`src/rtl/step_ctrl_pkg.sv`:
```
// step_ctrl_pkg: opcodes, state encodings and default widths for the step controller
package step_ctrl_pkg;
    localparam int DATA_W_DEF = 20;
    localparam int CNT_W_DEF  = 16;
    localparam logic [2:0] OP_NOP      = 3'd0;
    localparam logic [2:0] OP_HALT     = 3'd1;
    localparam logic [2:0] OP_RUN      = 3'd2;
    localparam logic [2:0] OP_STEP     = 3'd3;
    localparam logic [2:0] OP_RUN_N    = 3'd4;
    localparam logic [2:0] OP_SET_BP   = 3'd5;
    localparam logic [2:0] OP_SET_MASK = 3'd6;
    localparam logic [2:0] OP_CLR      = 3'd7;
    typedef enum logic [1:0] {
        ST_IDLE  = 2'd0,
        ST_RUN   = 2'd1,
        ST_RUN_N = 2'd2,
        ST_STEP  = 2'd3
    } state_e;
endpackage

```
`src/rtl/step_bp_match.sv`:
```
// step_bp_match: breakpoint value/mask/armed registers and skip-qualified masked compare
module step_bp_match import step_ctrl_pkg::*; #(
    parameter int DATA_W = DATA_W_DEF
) (
    input  logic              Clk,
    input  logic              Reset_n,
    input  logic              set_val_i,
    input  logic              set_mask_i,
    input  logic              clr_i,
    input  logic              start_i,
    input  logic [DATA_W-1:0] arg_i,
    input  logic [DATA_W-1:0] data_i,
    output logic              match_o
);
    logic [DATA_W-1:0] value_q, mask_q;
    logic              armed_q, skip_q;
    // skip masks the first cycle after any run entry so a run can leave a matching value
    assign match_o = armed_q & ((data_i & mask_q) == (value_q & mask_q)) & ~skip_q;
    always_ff @(posedge Clk) begin
        if (!Reset_n) begin
            value_q <= '0;
            mask_q  <= '0;
            armed_q <= 1'b0;
            skip_q  <= 1'b0;
        end else begin
            skip_q  <= start_i;
            value_q <= set_val_i ? arg_i : value_q;
            mask_q  <= set_mask_i ? arg_i : mask_q;
            armed_q <= set_val_i ? 1'b1 : clr_i ? 1'b0 : armed_q;
        end
    end
endmodule

```
`src/rtl/panel_step_ctrl.sv`:
```
// panel_step_ctrl: run/halt/single-step sequencer gating a datapath via Step_en.
// Defining STEP_CTRL_PANEL_EN adds panel register/row declarations and a breakpoint lamp.
module panel_step_ctrl import step_ctrl_pkg::*; #(
    parameter int DATA_W = DATA_W_DEF,
    parameter int CNT_W  = CNT_W_DEF
) (
    input  logic              Clk,
    input  logic              Reset_n,
    input  logic              Cmd_valid,
    output logic              Cmd_ready,
    input  logic [2:0]        Cmd_op,
    input  logic [DATA_W-1:0] Cmd_arg,
    input  logic [DATA_W-1:0] Data,
    output logic              Step_en,
    output logic [1:0]        State,
    output logic [CNT_W-1:0]  Steps,
    output logic              Bp_hit
);
    state_e           state_q;
    logic [CNT_W-1:0] steps_q, steps_d, remain_q, remain_d, run_len;
    logic             bp_hit_q, match, accept, running, redirect, start;
    assign run_len   = Cmd_arg[CNT_W-1:0];
    assign Cmd_ready = state_q != ST_STEP;
    assign accept    = Cmd_valid & Cmd_ready;
    assign running   = state_q != ST_IDLE;
    assign Step_en   = running & ~match;
    assign redirect  = accept & (Cmd_op inside {OP_HALT, OP_RUN, OP_STEP, OP_RUN_N});
    assign start     = accept & (Cmd_op inside {OP_RUN, OP_STEP, OP_RUN_N});
    assign State     = state_q;
    assign Steps     = steps_q;
    assign Bp_hit    = bp_hit_q;
    step_bp_match #(.DATA_W(DATA_W)) u_bp (
        .Clk        (Clk),
        .Reset_n    (Reset_n),
        .set_val_i  (accept && Cmd_op == OP_SET_BP),
        .set_mask_i (accept && Cmd_op == OP_SET_MASK),
        .clr_i      (accept && Cmd_op == OP_CLR),
        .start_i    (start),
        .arg_i      (Cmd_arg),
        .data_i     (Data),
        .match_o    (match)
    );
    always_comb begin
        steps_d  = (accept && Cmd_op == OP_CLR) ? '0 : steps_q + CNT_W'(Step_en);
        remain_d = (accept && Cmd_op == OP_RUN_N) ? run_len
                 : remain_q - CNT_W'(Step_en && state_q == ST_RUN_N);
    end
    // State-changing commands override breakpoint, expiry and step completion
    always_ff @(posedge Clk) begin
        if (!Reset_n) begin
            state_q  <= ST_IDLE;
            steps_q  <= '0;
            remain_q <= '0;
            bp_hit_q <= 1'b0;
        end else begin
            steps_q  <= steps_d;
            remain_q <= remain_d;
            bp_hit_q <= 1'b0;
            if (redirect)
                state_q <= Cmd_op == OP_RUN ? ST_RUN
                         : Cmd_op == OP_STEP ? ST_STEP
                         : (Cmd_op == OP_RUN_N && run_len != '0) ? ST_RUN_N : ST_IDLE;
            else if (running && match) begin
                state_q  <= ST_IDLE;
                bp_hit_q <= 1'b1;
            end else if (state_q == ST_STEP || (state_q == ST_RUN_N && remain_q == CNT_W'(1)))
                state_q <= ST_IDLE;
        end
    end
`ifdef STEP_CTRL_PANEL_EN
    logic hit_seen_q, bp_lamp;
    always_ff @(posedge Clk)
        hit_seen_q <= !Reset_n ? 1'b0 : bp_hit_q ? 1'b1 : running ? 1'b0 : hit_seen_q;
    assign bp_lamp = bp_hit_q | (state_q == ST_IDLE & hit_seen_q);
`endif
endmodule

```
`config.mk`:
```
export PLATFORM = sky130hd
export DESIGN_NAME = panel_step_ctrl
export DESIGN_NICKNAME = d
export VERILOG_FILES = /design/src/rtl/step_ctrl_pkg.sv /design/src/rtl/step_bp_match.sv /design/src/rtl/panel_step_ctrl.sv
export SDC_FILE = /design/constraint.sdc
export NUM_CORES = 1
export LEC_CHECK = 0
export BUFFER_PORTS_ARGS = -buffer_cell sky130_fd_sc_hd__buf_2
export CELL_PAD_IN_SITES_DETAIL_PLACEMENT = 0
export CELL_PAD_IN_SITES_GLOBAL_PLACEMENT = 1
export CORE_MARGIN = 8
export CORE_UTILIZATION = 41
export DETAILED_ROUTE_END_ITERATION = 12
export PLACE_DENSITY_LB_ADDON = 0.1
export SETUP_SLACK_MARGIN = 0.15
export SLEW_MARGIN = 5
export SYNTH_ARGS = -nofsm -noshare
export SYNTH_HDL_FRONTEND = slang
export SYNTH_SLANG_ARGS = --single-unit
export TNS_END_PERCENT = 5
```
`constraint.sdc`:
```
create_clock -name Clk -period 2.6 [get_ports Clk]
set_input_delay 0.13 -clock Clk [delete_from_list [all_inputs] [get_ports Clk]]
set_output_delay 0.13 -clock Clk [all_outputs]
set_load 0.01 [all_outputs]
```
==> results of run 1 <==
-- Yosys cell counts, types with 2 or more instances --
library cell / count
nor2_1: 59
nand4_1: 7
nor4_2: 2
and3_1: 5
nor3_1: 3
a311oi_1: 2
nand2_1: 53
a211oi_1: 11
a21oi_1: 25
xor2_1: 35
nand2b_1: 2
dfxtp_1: 77
o41ai_1: 2
nor2b_1: 2
mux2i_1: 20
ha_1: 4
a22oi_1: 8
clkbuf_1: 15
buf_2: 2
nand3_1: 14
xnor2_1: 11
nor4_1: 6
inv_1: 5
o21ai_0: 6
-- cell families after synthesis --
logic type | Yosys count | share of synthesized area, %
AOI/OAI and AO/OA | 60 | 11.42
xor gates and xnor gates | 46 | 11.79
adders and majority gates | 4 | 1.465
buffers and inverters | 23 | 2.600
DFF | 77 | 45.11
muxes | 20 | 5.859
and+or+nand+nor | 160 | 21.75
-- layer usage --
metal / track usage (%) / wire length [microns]
met1: 19.62 / 4101
met3: 3.713 / 420
met5: 0 / 0
met2: 24.58 / 4081
met4: 6.633 / 142
-- timing repair --
action	in CTS	in global routing
pin swaps	1	5
buffers inserted	1	0
hold endpoints to repair	0	0
endpoints found under the setup margin	11	21
resized for setup	2	5
-- path summary, 6_finish.rpt --
check | to | slack [ps]
max | remain_q[12] | 260
min | u_bp.mask_q[16] | 20
max reg2reg | remain_q[12] | 260
min reg2reg | u_bp.mask_q[13] | 460
-- state kept, by name (all words and copies together), names as in the netlist --
register and flops:
Bp_hit 1, State 2, Steps 16, remain_q 16, u_bp.armed_q 1, u_bp.mask_q 20, u_bp.skip_q 1, u_bp.value_q 20
-- cells in the final DEF, fill, tap and decap left out, drive strengths merged, types with 3 or more instances in the layout --
master  instances
a211oi         12
a21oi          25
a22oi           8
and3            5
buf            73
clkbuf          9
clkinv          3
dfxtp          77
ha              4
inv             6
mux2i          20
nand2          53
nand3          15
nand4           7
nor2           59
nor3            4
nor4            9
o21ai           6
xnor2          11
xor2           35
-- critical path, cell delays in order (launching register included) --
cell and delay [ps]:
dfxtp_1 330, xor2_1 160, a222oi_1 300, nand3_1 170
nor3_4 290, nor2_1 70, ha_1 210, ha_2 220
nand3_1 110, or3_1 120, xor2_1 150, a21oi_1 80
-- power by group --
part	total (uW)	leakage, uW	internal, uW	switching [uW]
clock	980	0.000105	535	445
sequential	1250	0.000624	1220	32.4
combinational	259	0.000907	108	151
-- cell type report --
| class | instances | area [sq um] |
|---|---|---|
| Inverter | 6 | 22.52 |
| Clock buffer | 9 | 123.9 |
| Tap cell | 105 | 131.4 |
| Timing Repair Buffer | 73 | 382.9 |
| Fill cell | 807 | 4026 |
| Clock inverter | 7 | 90.09 |
| Multi-Input combinational cell | 290 | 1815 |
| Sequential cell | 77 | 1541 |
-- per-stage QoR --
stage                     setup WS, ps  total power, uW
after floorplan                  280.0             1426
after global placement           107.0             1529
after detailed placement         46.04             1531
after CTS                        152.8             2512
after global routing             125.8             2602
final                            258.5             2488
==> impl_results.md, run 1 <==
* Status: completed
* Post-CTS Hold Buffers at 0
* Initial antenna violation count at 0
* Fin. Hold Viols at 0
* Launch point of the worst hold path: Cmd_arg[16]
* Avg WL per Cell at 15.42 microns
* Startpoint types: flip-flop
* Number of flops mapped to enable cells by yosys at 0
* Setup TNS at 0 ps
* Nets at 507
* Async SR Flop Fraction at 0%
* Max-cap violations at 0
* Via/cell ratio at 5.099
* Post-synthesis register bit count at 77
* First-pass GRT wire length at 14230 microns
* Tcrit/Tclk final at 90.06%
* Worst Hold Class: primary input to flip-flop
* Die span in y at 107.3 microns
* Pwr/cell area at 605.7 mW/mm^2
* Global placer's final weighted congestion at 0.7851
* CTS buffer count at 9
* Area grow syn2layout at 20.21%
* Design Area, Final at 0.004108 sq mm
* Leading area contributor after synthesis: dfxtp_1
* Die ar. at 0.01151 sq mm
* CTS max path bufs at 2
* Final HPWL DP at 6350 microns
* CP max FO at 6
* Critical Path AT at 2560 ps
* Clock Latency Late Sink at 350 ps
* Mapped Cells at 390
* Clk_skew at 7.631 ps
* Total vias in the final route at 2891
* Tightest Pin Transition at 759.8 ps
* Yosys warning count at 0
* Worst slew margin at 49.27%
* CTS H-tree lvls at 3
* Hold slack at 24.99 ps
* Final setup viols at 0
* Fin cells at 567
* Prevailing post-synth register cell: dfxtp_1
* Ant. Diodes at 0
* RR Startpoint: u_bp.value_q[0]
* Vias in the first global route at 2936
* DR iter-0 viols at 136
* CTS tree: built
* Hold depth at 3
* Leak at 0.001636 uW
* Reg2Reg Depth at 11
* Synth top area cells: dfxtp_1 (45%), xor2_1 (9.0%), nor2_1 (6.5%)
* Required @ worst endpoint at 2820 ps
* Post-synthesis sequential area ratio at 45.11%
* Mean area per synthesized cell at 8.762 sq um
* Clock root cell: clkbuf_8
* Drt total wl at 8745 microns
* Yosys top cell area share at 45.11%
* CP Class: flip-flop to flip-flop
* DIE WIDTH at 107.3 microns
* Core area at 0.008134 sq mm
* Row Count at 33
* Cell variety after synth at 38
* ANT nets after route at 0
* Final Util at 50.50%
* Fmax at 0.4271 GHz
* All-Layer GR Usage at 15.51%
* Clock sinks at 77
* Post-route minimum period at 2341 ps
* IO buf count at 66
* RSZ-0062 raised after global routing: yes
* Setup crit end kind: flip-flop
* Syn Nets at 440
* Mapped Area at 0.003417 sq mm
* Final Slew Violations at 0
* Pre-Repair DR Iteration Count at 4
* DRC viols at 0
* DP Area at 0.003860 sq mm
* Starting Density at 42.01%
* CTS clk-pin slew, worst paths at 80 ps
* Dpl cells at 550
* Fraction of layout cells with a size suffix above 1 at 22.51%
* Congestion Overflow GR at 0
* Setup crit start: u_bp.value_q[0]
* # IOs at 67
* Worst ir drop on vdd at 0.2401 mV
* Pin count of the biggest net entering global routing at 40
Note: power is estimated with default switching activity, not from simulation.
==> inputs of run 2 (changes only) <==
--- a/config.mk
+++ b/config.mk
@@ -9,12 +9,13 @@
 export CELL_PAD_IN_SITES_DETAIL_PLACEMENT = 0
 export CELL_PAD_IN_SITES_GLOBAL_PLACEMENT = 1
 export CORE_MARGIN = 8
-export CORE_UTILIZATION = 41
+export CORE_UTILIZATION = 42
 export DETAILED_ROUTE_END_ITERATION = 12
 export PLACE_DENSITY_LB_ADDON = 0.1
 export SETUP_SLACK_MARGIN = 0.15
 export SLEW_MARGIN = 5
 export SYNTH_ARGS = -nofsm -noshare
 export SYNTH_HDL_FRONTEND = slang
+export SYNTH_HIERARCHICAL = 1
 export SYNTH_SLANG_ARGS = --single-unit
 export TNS_END_PERCENT = 5
==> run 2 against run 1 <==
First-iteration DRC count shrank 11%. Synthesized area rose by 7.1%. Register-to-register slack worse by 90 ps. Non-clock buffer count increased by 1. Critical path type unchanged. Critical endpoint is now remain_q[14]. Largest power group unchanged. Highest routed layer unchanged.
==> impl_results.md, run 2 <==
* Leak at 0.001698 uW (+3.8%)
* Prevailing post-synth register cell: dfxtp_1
* Max-cap violations at 0 (unchanged)
* Yosys top cell area share at 42.11% (-3.0 points)
* Congestion Overflow GR at 0 (unchanged)
* Syn Nets at 437 (-0.68%)
* Worst Hold Class: primary input to flip-flop
* Top cells by count, synth: dfxtp_1 (77), nor2b_1 (42), mux2i_1 (40)
* Simple-gate share of the synthesized area at 23.96% (+2.2 points)
* Final Slew Violations at 0 (unchanged)
* Post-Synth Adder-Cell Area at 1.709% (+0.24 points)
* Row Count at 34 (+3.0%)
* Setup crit end kind: flip-flop
* Final HPWL DP at 6401 microns (+0.80%)
* Vias in the first global route at 2957 (+0.72%)
* Pre-Repair DR Iteration Count at 4 (unchanged)
* Worst slew margin at 62.49% (+13 points)
* # fillers at 863 (+6.9%)
* Buf/Inv on CP at 1 (+1)
* Fin. Hold Viols at 0 (unchanged)
* Tightest Pin Transition at 557.6 ps (-202.2 ps)
* CP Class: flip-flop to flip-flop
* Initial antenna violation count at 0 (unchanged)
* Critical Path AT at 2710 ps (+150 ps)
* Mapped Area at 0.003661 sq mm (+7.1%)
* DIE WIDTH at 109.4 microns (+1.9%)
* Fmax at 0.4118 GHz (-3.6%)
* Yosys warning count at 6 (+6)
* Drt total wl at 8937 microns (+2.2%)
* Post-synthesis sequential area ratio at 42.11% (-3.0 points)
* Slowest cell on crit path: a222oi_1
* Post-CTS Hold Buffers at 0 (unchanged)
* Async SR Flop Fraction at 0% (unchanged)
* Worst slack, placed at -90.25 ps (-136.3 ps)
* ANT nets after route at 0 (unchanged)
* Post-synthesis register bit count at 77 (unchanged)
* Nets at 506 (-0.20%)
* Slowest stage delay, CP at 340 ps (about the same)
* Mux contribution to synthesized area at 10.94% (+5.1 points)
* CP max FO at 4 (-2)
* Clock root cell: clkbuf_8
* RSZ-0062 raised after global routing: yes
* Worst ir drop on vdd at 0.3427 mV (+43%)
* Avg WL per Cell at 15.73 microns (+2.0%)
* DR iter-0 viols at 121 (-11%)
* CTS H-tree lvls at 3 (unchanged)
* Hold slack at 55.25 ps (+30.25 ps)
* Total vias in the final route at 2930 (+1.3%)
* First-pass GRT wire length at 14650 microns (+2.9%)
* Pwr Total at 2651 uW (+6.6%)
* Tcrit/Tclk final at 93.40% (+3.3 points)
* Most common cell after layout, fill and taps aside: dfxtp_1
* Clk_skew at 7.168 ps (-0.4634 ps)
* DRC viols at 0 (unchanged)
* Mean area per synthesized cell at 9.484 sq um (+8.3%)
* Final setup viols at 0 (unchanged)
* Cell variety after synth at 45 (+18%)
* Worst path cell trace: xor2_1, a222oi_1, nand3_1, nor4_2, buf_4, nor3b_2, ha_2, ha_1, nor2b_1, a31o_2, a31oi_1
* CP top delay family: compound AO/OA/AOI/OAI gates
* Synth Area in Compound Gates at 10.15% (-1.3 points)
* Status: completed
* Worst setup margin at 171.5 ps (-87.00 ps)
* Die ar. at 0.01196 sq mm (+3.9%)
* Pwr/cell area at 604.3 mW/mm^2 (-0.22%)
* Largest family of logic cells by synthesized area: simple AND/OR/NAND/NOR gates
* Die span in y at 109.4 microns (+1.9%)
* All-Layer GR Usage at 15.54% (+0.031 points)
* Synth top area cells: dfxtp_1 (42%), mux2i_1 (11%), nor2b_1 (7.2%)
* Starting Density at 42.60% (+0.59 points)
* Core area at 0.008593 sq mm (+5.6%)
* Mapped Cells at 386 (-1.0%)
* CTS max path bufs at 2 (unchanged)
* Startpoint types: flip-flop
* Ant. Diodes at 0 (unchanged)
* Clock Latency Late Sink at 350 ps (about the same)
* Fraction of layout cells with a size suffix above 1 at 23.48% (+0.97 points)
* CTS buffer count at 9 (unchanged)
* Global placer's final weighted congestion at 0.7574 (-3.5%)
* Via/cell ratio at 5.158 (+1.2%)
* CTS clk-pin slew, worst paths at 80 ps (about the same)
* Required @ worst endpoint at 2880 ps (+60 ps)
* Setup bufs post-CTS at 0 (-1)
* # IOs at 67 (unchanged)
* Clock sinks at 77 (unchanged)
* Commonest cells after routing, fill and taps aside: dfxtp_1 (77), buf_2 (66), nor2b_1 (42)
* Largest registers: u_bp/mask_q x20, u_bp/value_q x20
* CTS tree: built
* Pin count of the biggest net entering global routing at 51 (+28%)
* Post-route minimum period at 2428 ps (+87.00 ps)
* Number of flops mapped to enable cells by yosys at 0 (unchanged)
* IO buf count at 66 (unchanged)
* Area grow syn2layout at 19.82%
* Count leader, synth: dfxtp_1
* Leading area contributor after synthesis: dfxtp_1
* XOR/XNOR share of the synthesized area at 8.612% (-3.2 points)
[run 2: changes by cell type in the layout (fill, tap and decap cells not counted), sizes merged, moves of 4 or more]
cell / previous run / this run
or4: 0 / 4
or3: 1 / 7
nand2: 53 / 15
xor2: 35 / 30
a21oi: 25 / 9
nor2: 59 / 32
nor2b: 2 / 42
mux2i: 20 / 40
o21ai: 6 / 10
xnor2: 11 / 6
[run 2: area by class of cell]
class / count / area [sq um] / share of cell area [%]
Sequential cell: 77 / 1541 / 35.14
Tap cell: 108 / 135.1 / 3.080
Clock inverter: 6 / 111.4 / 2.539
Inverter: 7 / 26.28 / 0.5990
Multi-Input combinational cell: 286 / 2054 / 46.83
Timing Repair Buffer: 74 / 390.4 / 8.899
Clock buffer: 10 / 127.6 / 2.909
[run 2: cell families after synthesis]
kind of cell / Yosys count
simple gates: 151
mux: 40
fa+ha+maj: 5
xor+xnor: 36
flops: 77
buf+inv: 23
compound gates: 54
[run 2: what timing repair did]
item | 4_1_cts | 5_1_grt
endpoints found under the hold margin | 0 | 0
gates resized for setup | 2 | 4
pin swaps | 3 | 1
setup endpoints to repair | 22 | 23
[run 2: final timing paths]
check                     to             from  slack, ps  cells past startpoint
min          u_bp/mask_q[19]      Cmd_arg[19]         60                      3
min reg2reg        Steps[15]        Steps[15]        490                      2
max             remain_q[14]  u_bp/value_q[5]        170                     11
max reg2reg     remain_q[14]  u_bp/value_q[5]        170                     11
[run 2: layer usage]
layer	wire, microns	GRT usage, %	vias up
met3	392	3.400	13
met2	3949	22.65	54
met1	4424	21.62	1352
li1	-	-	1511
met5	0	0	-
met4	170	6.557	0
[run 2: per-stage QoR]
stage          TNS (ps)  utilization (%)  area [sq um]  std cells
2_1_floorplan         0                -          3661        386
3_3_place_gp          0            48.03          4128        552
3_5_place_dp     -225.6            48.03          4128        552
4_1_cts               0            50.90          4374        568
5_1_grt               0            51.05          4387        568
6_report              0            51.05          4387        568
[run 2: where the power goes]
group | leakage (uW) | internal, uW | total (uW) | switching, uW
clock | 0.000116 | 638 | 1090 | 454
combinational | 0.000958 | 140 | 308 | 168
sequential | 0.000624 | 1220 | 1250 | 34.0
[run 2: worst register-to-register path, cell delays in order (launching register included)]
cell and delay, ps:
dfxtp_1 320, xor2_1 160, a222oi_1 340, nand3_1 170, nor4_2 170, buf_4 180, nor3b_2 60, ha_2 210
ha_1 220, nor2b_1 150, a31o_2 240, a31oi_1 140
